==> config.mk <==
export PLATFORM = sky130hd
export DESIGN_NAME = poly_dispatch
export DESIGN_NICKNAME = d
export VERILOG_FILES = /design/src/rtl/poly_dispatch_pkg.sv /design/src/rtl/poly_job_fifo.sv /design/src/rtl/poly_dispatch.sv
export SDC_FILE = /design/constraint.sdc
export NUM_CORES = 1
export LEC_CHECK = 0
export BUFFER_PORTS_ARGS = -buffer_cell sky130_fd_sc_hd__clkbuf_2
export CAP_MARGIN = 20
export CORE_ASPECT_RATIO = 1.75
export CORE_MARGIN = 3
export CORE_UTILIZATION = 40
export DETAILED_ROUTE_END_ITERATION = 6
export GPL_ROUTABILITY_DRIVEN = 0
export GPL_TIMING_DRIVEN = 1
export HOLD_SLACK_MARGIN = 0.02
export PLACE_DENSITY = 0.6
export SLEW_MARGIN = 20
export SYNTH_ARGS = -nofsm -noshare
export SYNTH_HDL_FRONTEND = slang
export SYNTH_HIERARCHICAL = 1
export SYNTH_SLANG_ARGS = --single-unit
==> constraint.sdc <==
create_clock -name clk -period 2.25 [get_ports clk]
set_input_delay 0.1125 -clock clk [delete_from_list [all_inputs] [get_ports clk]]
set_output_delay 0.1125 -clock clk [all_outputs]
set_load 0.01 [all_outputs]
==> src/rtl/poly_dispatch_pkg.sv <==
`default_nettype none
// ============================================================================
//  Module   : poly_dispatch_pkg
//  Purpose  : Shared types and constants for the polynomial job dispatcher:
//             operand widths, default queue depth / watchdog limit, the
//             dispatcher FSM state encoding and the queued job record.
//  Ports    : none (package)
//  Revision : 1.0 - initial release
// ============================================================================
package poly_dispatch_pkg;

    localparam int X_W         = 8;    // signed operand x
    localparam int COEF_W      = 16;   // signed coefficients a, b, c
    localparam int ISSUED_W    = 16;   // issued-job counter width
    localparam int DEPTH_DEF   = 4;    // default job-queue depth
    localparam int TIMEOUT_DEF = 255;  // default WAIT_VALID watchdog limit

    typedef enum logic [1:0] {
        ST_IDLE       = 2'd0,
        ST_ISSUE      = 2'd1,
        ST_WAIT_VALID = 2'd2,
        ST_WAIT_READY = 2'd3
    } state_e;

    typedef struct packed {
        logic signed [X_W-1:0]    x;
        logic signed [COEF_W-1:0] a;
        logic signed [COEF_W-1:0] b;
        logic signed [COEF_W-1:0] c;
    } job_t;

endpackage
`default_nettype wire

==> src/rtl/poly_job_fifo.sv <==
`default_nettype none
// ============================================================================
//  Module   : poly_job_fifo
//  Purpose  : Circular FIFO of operand sets {x,a,b,c}. A push while full is
//             still accepted when a pop happens in the same cycle.
//  Ports    : clk, rst_n          - clock, async active-low reset
//             push_i, data_i      - write request and operand set
//             pop_i               - read request (head advances)
//             data_o              - head entry (valid when empty_o = 0)
//             full_o, empty_o     - occupancy flags
//             count_o             - occupancy, 0..DEPTH
//             drop_o              - this cycle's push is being discarded
//  Revision : 1.0 - initial release
// ============================================================================
module poly_job_fifo
    import poly_dispatch_pkg::*;
#(
    parameter int DEPTH = DEPTH_DEF
) (
    input  logic                     clk,
    input  logic                     rst_n,
    input  logic                     push_i,
    input  job_t                     data_i,
    input  logic                     pop_i,
    output job_t                     data_o,
    output logic                     full_o,
    output logic                     empty_o,
    output logic [$clog2(DEPTH):0]   count_o,
    output logic                     drop_o
);

    localparam int               PTR_W    = $clog2(DEPTH);
    localparam logic [PTR_W-1:0] PTR_LAST = PTR_W'(DEPTH - 1);
    localparam logic [PTR_W:0]   CNT_FULL = (PTR_W + 1)'(DEPTH);

    job_t             mem_q [DEPTH];
    logic [PTR_W-1:0] wr_ptr_q, wr_ptr_d;
    logic [PTR_W-1:0] rd_ptr_q, rd_ptr_d;
    logic [PTR_W:0]   count_q,  count_d;

    logic w_full;
    logic w_empty;
    logic w_do_pop;
    logic w_do_push;

    assign w_full    = (count_q == CNT_FULL);
    assign w_empty   = (count_q == '0);
    assign w_do_pop  = pop_i && !w_empty;
    // A pop frees the head slot this very edge, so a push into a full
    // queue can still land.
    assign w_do_push = push_i && (!w_full || w_do_pop);

    always_comb begin
        wr_ptr_d = wr_ptr_q;
        rd_ptr_d = rd_ptr_q;
        count_d  = count_q;
        if (w_do_push) begin
            wr_ptr_d = (wr_ptr_q == PTR_LAST) ? '0 : wr_ptr_q + 1'b1;
        end
        if (w_do_pop) begin
            rd_ptr_d = (rd_ptr_q == PTR_LAST) ? '0 : rd_ptr_q + 1'b1;
        end
        case ({w_do_push, w_do_pop})
            2'b10:   count_d = count_q + 1'b1;
            2'b01:   count_d = count_q - 1'b1;
            default: count_d = count_q;
        endcase
    end

    always_ff @(posedge clk or negedge rst_n) begin
        if (!rst_n) begin
            wr_ptr_q <= '0;
            rd_ptr_q <= '0;
            count_q  <= '0;
        end else begin
            wr_ptr_q <= wr_ptr_d;
            rd_ptr_q <= rd_ptr_d;
            count_q  <= count_d;
        end
    end

    // Storage needs no reset: an entry is only read after it is written.
    always_ff @(posedge clk) begin
        if (w_do_push) begin
            mem_q[wr_ptr_q] <= data_i;
        end
    end

    assign data_o  = mem_q[rd_ptr_q];
    assign full_o  = w_full;
    assign empty_o = w_empty;
    assign count_o = count_q;
    assign drop_o  = push_i && w_full && !w_do_pop;

endmodule
`default_nettype wire

==> src/rtl/poly_dispatch.sv <==
`default_nettype none
// ============================================================================
//  Module   : poly_dispatch
//  Purpose  : Queues polynomial operand sets and hands them one at a time to
//             a poly_solver: pops the head into operand registers, pulses
//             enable, waits for the result handshake, aborts via watchdog.
//  Ports    : clk, rst_n                  - clock, async active-low reset
//             push_i, x_in_i..c_in_i      - operand-set write
//             full_o, empty_o, count_o    - queue status
//             solver_ready_i/valid_i      - poly_solver handshake
//             enable_o, x_o..c_o          - start pulse and held operands
//             busy_o                      - job in flight
//             overflow_o, timeout_o       - sticky error flags
//             issued_o                    - jobs issued (wraps)
//  Revision : 1.0 - initial release
// ============================================================================
module poly_dispatch
    import poly_dispatch_pkg::*;
#(
    parameter int DEPTH   = DEPTH_DEF,
    parameter int TIMEOUT = TIMEOUT_DEF
) (
    input  logic                      clk,
    input  logic                      rst_n,
    input  logic                      push_i,
    input  logic signed [X_W-1:0]     x_in_i,
    input  logic signed [COEF_W-1:0]  a_in_i,
    input  logic signed [COEF_W-1:0]  b_in_i,
    input  logic signed [COEF_W-1:0]  c_in_i,
    output logic                      full_o,
    output logic                      empty_o,
    output logic [$clog2(DEPTH):0]    count_o,
    input  logic                      solver_ready_i,
    input  logic                      solver_valid_i,
    output logic                      enable_o,
    output logic signed [X_W-1:0]     x_o,
    output logic signed [COEF_W-1:0]  a_o,
    output logic signed [COEF_W-1:0]  b_o,
    output logic signed [COEF_W-1:0]  c_o,
    output logic                      busy_o,
    output logic                      overflow_o,
    output logic                      timeout_o,
    output logic [ISSUED_W-1:0]       issued_o
);

    localparam int              WD_W    = $clog2(TIMEOUT + 1);
    // The watchdog holds 0 in the first WAIT_VALID cycle, so reaching
    // TIMEOUT-1 marks the TIMEOUT-th cycle spent waiting.
    localparam logic [WD_W-1:0] WD_LAST = WD_W'(TIMEOUT - 1);

    state_e              state_q, state_d;
    logic [WD_W-1:0]     wd_q, wd_d;
    logic [ISSUED_W-1:0] issued_q;
    logic                overflow_q;
    logic                timeout_q;
    job_t                job_q;

    job_t w_job_in;
    job_t w_head;
    logic w_empty;
    logic w_pop;
    logic w_drop;
    logic w_abort;

    assign w_job_in = '{x: x_in_i, a: a_in_i, b: b_in_i, c: c_in_i};

    // Head is taken only on the IDLE->ISSUE edge.
    assign w_pop = (state_q == ST_IDLE) && !w_empty && solver_ready_i;

    poly_job_fifo #(
        .DEPTH (DEPTH)
    ) u_fifo (
        .clk     (clk),
        .rst_n   (rst_n),
        .push_i  (push_i),
        .data_i  (w_job_in),
        .pop_i   (w_pop),
        .data_o  (w_head),
        .full_o  (full_o),
        .empty_o (w_empty),
        .count_o (count_o),
        .drop_o  (w_drop)
    );

    always_comb begin
        state_d = state_q;
        wd_d    = '0;
        w_abort = 1'b0;
        case (state_q)
            ST_IDLE: begin
                if (w_pop) begin
                    state_d = ST_ISSUE;
                end
            end
            ST_ISSUE: begin
                state_d = ST_WAIT_VALID;
            end
            ST_WAIT_VALID: begin
                // A result arriving on the last allowed cycle still wins.
                if (solver_valid_i) begin
                    state_d = ST_WAIT_READY;
                end else if (wd_q == WD_LAST) begin
                    state_d = ST_IDLE;
                    w_abort = 1'b1;
                end else begin
                    wd_d = wd_q + 1'b1;
                end
            end
            ST_WAIT_READY: begin
                if (solver_ready_i) begin
                    state_d = ST_IDLE;
                end
            end
            default: begin
                state_d = ST_IDLE;
            end
        endcase
    end

    always_ff @(posedge clk or negedge rst_n) begin
        if (!rst_n) begin
            state_q    <= ST_IDLE;
            wd_q       <= '0;
            issued_q   <= '0;
            overflow_q <= 1'b0;
            timeout_q  <= 1'b0;
            job_q      <= '0;
        end else begin
            state_q <= state_d;
            wd_q    <= wd_d;
            if (state_q == ST_ISSUE) begin
                issued_q <= issued_q + 1'b1;
            end
            if (w_drop) begin
                overflow_q <= 1'b1;
            end
            if (w_abort) begin
                timeout_q <= 1'b1;
            end
            if (w_pop) begin
                job_q <= w_head;
            end
        end
    end

    assign empty_o    = w_empty;
    assign enable_o   = (state_q == ST_ISSUE);
    assign busy_o     = (state_q != ST_IDLE);
    assign x_o        = job_q.x;
    assign a_o        = job_q.a;
    assign b_o        = job_q.b;
    assign c_o        = job_q.c;
    assign overflow_o = overflow_q;
    assign timeout_o  = timeout_q;
    assign issued_o   = issued_q;

endmodule
`default_nettype wire

==> out/summary.md <==
The flow ran to the end, and the final reports show no timing, DRC or antenna violations. The worst setup path is captured at a flip-flop. Startpoint of the lowest-slack register-to-register path: state_q[1]. On the final layout, the worst clock skew is 0.01206 ns. Busiest metal layer after global routing: met2. The number of enable flip-flop cells after synthesis is 224. Setup repair after global routing could not meet its margin everywhere. During placement, the flow inserted port buffers numbering 141.

The share of synthesized area spent on multiplexers was 16.55%; the highest fanout seen on the critical path was 4. For the worst-skew pair, the clock arrives at the later sink with an insertion delay of 0.54 ns. Max-cap violations in this run came to 0. The share of the Yosys chip area taken by registers is 75.82%. For the pin with the worst max-slew slack, the measured transition is 0.6702 ns. The tools report the TritonCTS sink count as 315. Excluding fillers, the count of instances in the completed layout stands at 1204. The routed design could run at a clock period as short as 2.238 ns.

Timing would allow up to 0.4469 GHz. With fillers left out, the area of the finished cells amounts to 0.01489 mm^2. The deepest level of the CTS H-tree came out at 1.

Summing the areas of all fa, ha and maj instances in the mapped netlist gives 1.117% of the synthesized area. The routed design has 23580 um of wire. The summed instance area of the synthesized netlist was 0.01188 mm^2. The maximum number of pins on one net before global-route repair was 46; the number of nets in the layout was 875.

By area, the combinational part of the netlist is dominated by multiplexers. The complex-gate fraction of the synthesized area is 0.7270%, and the arrival time of data at the critical path endpoint is 2.70 ns. The repair_antennas step left the layout with diodes totalling 0. The cell chosen for the clock root is sky130_fd_sc_hd__clkbuf_16. Counting every net in the synthesized netlist gives 638. Across every metal layer, demand over resource in global routing totals 15.13%. The global routing met2 resource utilization is 27.82%.

The number of setup violations in the final report is 0. TritonCTS built the clock tree. The first global-routing pass estimated 37280 um of wire. IR analysis of the VDD net gives a maximum drop of 0.6954 mV. The floorplan step set the die height to 233.9 um.

Clock-pin slew was measured on the worst setup and hold paths at 0.07 ns. The final-report max-slew violation count is 0, and the mean number of vias per cell is 5.031. For this run, global-route usage on met3 was measured as 2.490%. The post-synthesis instance total was 567.

Hold timing on the final database bottoms out at a slack of 0.1452 ns. The area growth from synthesis to layout is 25.40%. The detail route stage leaves a number of antenna-violating nets equal to 0. Buffers inserted during clock tree synthesis total 28.

The relative max-transition margin was 55.32%; the average cell area after synthesis was 20.94 um^2. Yosys printed 6 warnings. For this run, global-route usage on met1 was measured as 17.63%.

Counting distinct cell types in the post-synthesis netlist gives 40. For the setup slack of the worst register-to-register path, the log shows 0.01 ns. The depth of the worst register-to-register path is 10, and the final count of hold timing violations is 0. The total overflow left after global routing is 0. Number of filler instances in the final layout: 2380.

The worst setup path is launched from a flip-flop. The first routing iteration left 264 violations. In the synthesized netlist the async set-or-reset flop fraction comes to 28.89%. The endpoint identified for the worst register-to-register timing path is u_fifo/count_o[2].

The area fraction in and, or, nand and nor cells after synthesis is 2.782%. After detailed routing, the number of remaining DRC violations is 0. Kind of critical path: reg -> reg. The final route contains 6057 vias. The cell count after placement was 1088.

The tools report the area enclosed by the die boundary as 0.03187 mm^2. The worst path uses 99.46% of the clock period. The routed wire length per instance works out to 19.58 um.

The initialized floorplan defines 82 standard-cell rows. The ratio of cells with drive above 1 in the final layout came out at 39.10%. The worst-case clock buffer depth came out at 3.

The tools report the post-detailed-placement cell area as 0.01325 mm^2. The path category of the worst min-delay check was in -> async. For the I/O pin count, the log shows 142.

The total power came out at 18.73 mW. The wire-length estimate of the detail-placed layout is 15240 um. For this configuration, the core starts out at a cell density of 41.04%.

Number of global-route vias before repair: 6733. For the leakage power figure, the log shows 5.604 nW. The flop and latch count out of synthesis was 315; the power density of the placed cells was 1258 mW/mm^2. The run gives 4 as the number of detailed-routing iterations run before antenna repair. The parity-gate share of the synthesized area counting xor and xnor cells works out to 1.549%. Data on the critical path is required at its endpoint by 2.71 ns. Among all flip-flop cells after synthesis, the most frequent one is sky130_fd_sc_hd__edfxtp_1. The die width came out at 136.2 um. The run gives 0 as the initial antenna violation count. The placeable core area is 0.02893 mm^2.
timing repair:
item                                   4_1_cts  5_1_grt
pin swaps                                    2        3
hold buffers                                61        0
resized for setup                            2        1
gates cloned                                 0        0
buffers inserted                             1        2
setup endpoints to repair                    1        1
endpoints found under the hold margin      273        0
through the flow:
step	utilization [%]	setup WS, ns	TNS [ns]
after floorplan	-	-0.2520	-56.63
after global placement	45.81	0.1207	0
after detailed placement	45.81	-0.005217	-0.005217
after CTS	51.42	0.02218	0
after global routing	51.47	-0.1217	-0.1217
final	51.47	0.01221	0
cells in the mapped netlist (6+ instances only):
master | count | area, um^2
sky130_fd_sc_hd__xnor2_1 | 14 | 122.6
sky130_fd_sc_hd__inv_1 | 10 | 37.54
sky130_fd_sc_hd__buf_2 | 6 | 30.03
sky130_fd_sc_hd__xor2_1 | 7 | 61.31
sky130_fd_sc_hd__dfrtp_1 | 91 | 2277
sky130_fd_sc_hd__mux2_2 | 39 | 439.2
sky130_fd_sc_hd__mux4_2 | 56 | 1261
sky130_fd_sc_hd__nand2_1 | 11 | 41.29
sky130_fd_sc_hd__edfxtp_1 | 224 | 6726
sky130_fd_sc_hd__a21oi_1 | 7 | 35.03
sky130_fd_sc_hd__ha_1 | 9 | 112.6
sky130_fd_sc_hd__mux2_1 | 20 | 225.2
sky130_fd_sc_hd__nor2_1 | 12 | 45.04
sky130_fd_sc_hd__nand3_1 | 9 | 45.04
how the worst max path moves through the flow:
stage	slack [ns]	start	endpoint
global placement	0.12	state_q[1]	u_fifo/count_o[2]
floorplan	-0.25	state_q[1]	u_fifo/mem_q[0][0]
CTS	0.02	state_q[1]	u_fifo/count_o[2]
detailed placement	-0.005	state_q[1]	u_fifo/count_o[2]
global route	-0.12	state_q[1]	u_fifo/count_o[2]
finish	0.01	state_q[1]	u_fifo/count_o[2]
layer usage:
metal	wire length, um	share of wire (%)	vias up
met5	0	0	-
met4	682	2.9	0
met3	1021	4.3	41
met2	12900	55	145
met1	8969	38	3177
li1	-	-	2694
placed cells by master (no fill, tap or decap), types with 12 or more instances in the layout:
cell,n
sky130_fd_sc_hd__clkbuf_2,140
sky130_fd_sc_hd__buf_4,14
sky130_fd_sc_hd__dlygate4sd3_1,61
sky130_fd_sc_hd__dfrtp_1,89
sky130_fd_sc_hd__nor2_1,12
sky130_fd_sc_hd__mux4_2,56
sky130_fd_sc_hd__clkbuf_16,29
sky130_fd_sc_hd__buf_12,12
sky130_fd_sc_hd__xnor2_1,14
sky130_fd_sc_hd__edfxtp_1,224
sky130_fd_sc_hd__mux2_2,39
sky130_fd_sc_hd__mux2_1,20
worst max-delay path, stage by stage, from the launching register on:
cell                       delay (ns)
sky130_fd_sc_hd__dfrtp_1         0.38
sky130_fd_sc_hd__or2_4           0.28
sky130_fd_sc_hd__nor3b_4         0.27
sky130_fd_sc_hd__nand2b_1        0.11
sky130_fd_sc_hd__inv_1           0.07
sky130_fd_sc_hd__ha_2            0.19
sky130_fd_sc_hd__inv_2           0.04
sky130_fd_sc_hd__fa_2            0.33
sky130_fd_sc_hd__xor2_1          0.15
sky130_fd_sc_hd__nor2_1          0.15
sky130_fd_sc_hd__xor2_1          0.18
sequential cells by signal, summed over array words and instances (netlist names):
name and cells:
state_q 2, u_fifo/rd_ptr_q 2, c_o 16, u_fifo/mem_q 224
issued_o 16, overflow_o 1, u_fifo/wr_ptr_q 2, x_o 8
a_o 16, u_fifo/count_o 3, wd_q 8, b_o 16
timeout_o 1
where the power goes:
group	internal, mW	switching (mW)	total [mW]
logic	2.64	2.51	5.15
registers	7.80	0.694	8.50
clock network	3.03	2.05	5.08
total	13.5	5.25	18.7
cell families after synthesis:
group           Yosys count
buf+inv                  30
xor+xnor                 21
flops                   315
simple gates             59
mux                     118
compound gates           14
fa+ha+maj                10
final cells by class:
type	instances	area (um^2)	share of cell area [%]
repair buffers	227	1657	11.12
well taps	378	473.0	3.176
inverters	10	37.54	0.2521
clock buffers	36	782.0	5.251
flip-flops and latches	315	9011	60.51
multi-input cells	222	2714	18.22
clock inverters	16	217.7	1.462
(Power assumes the default switching activity.)
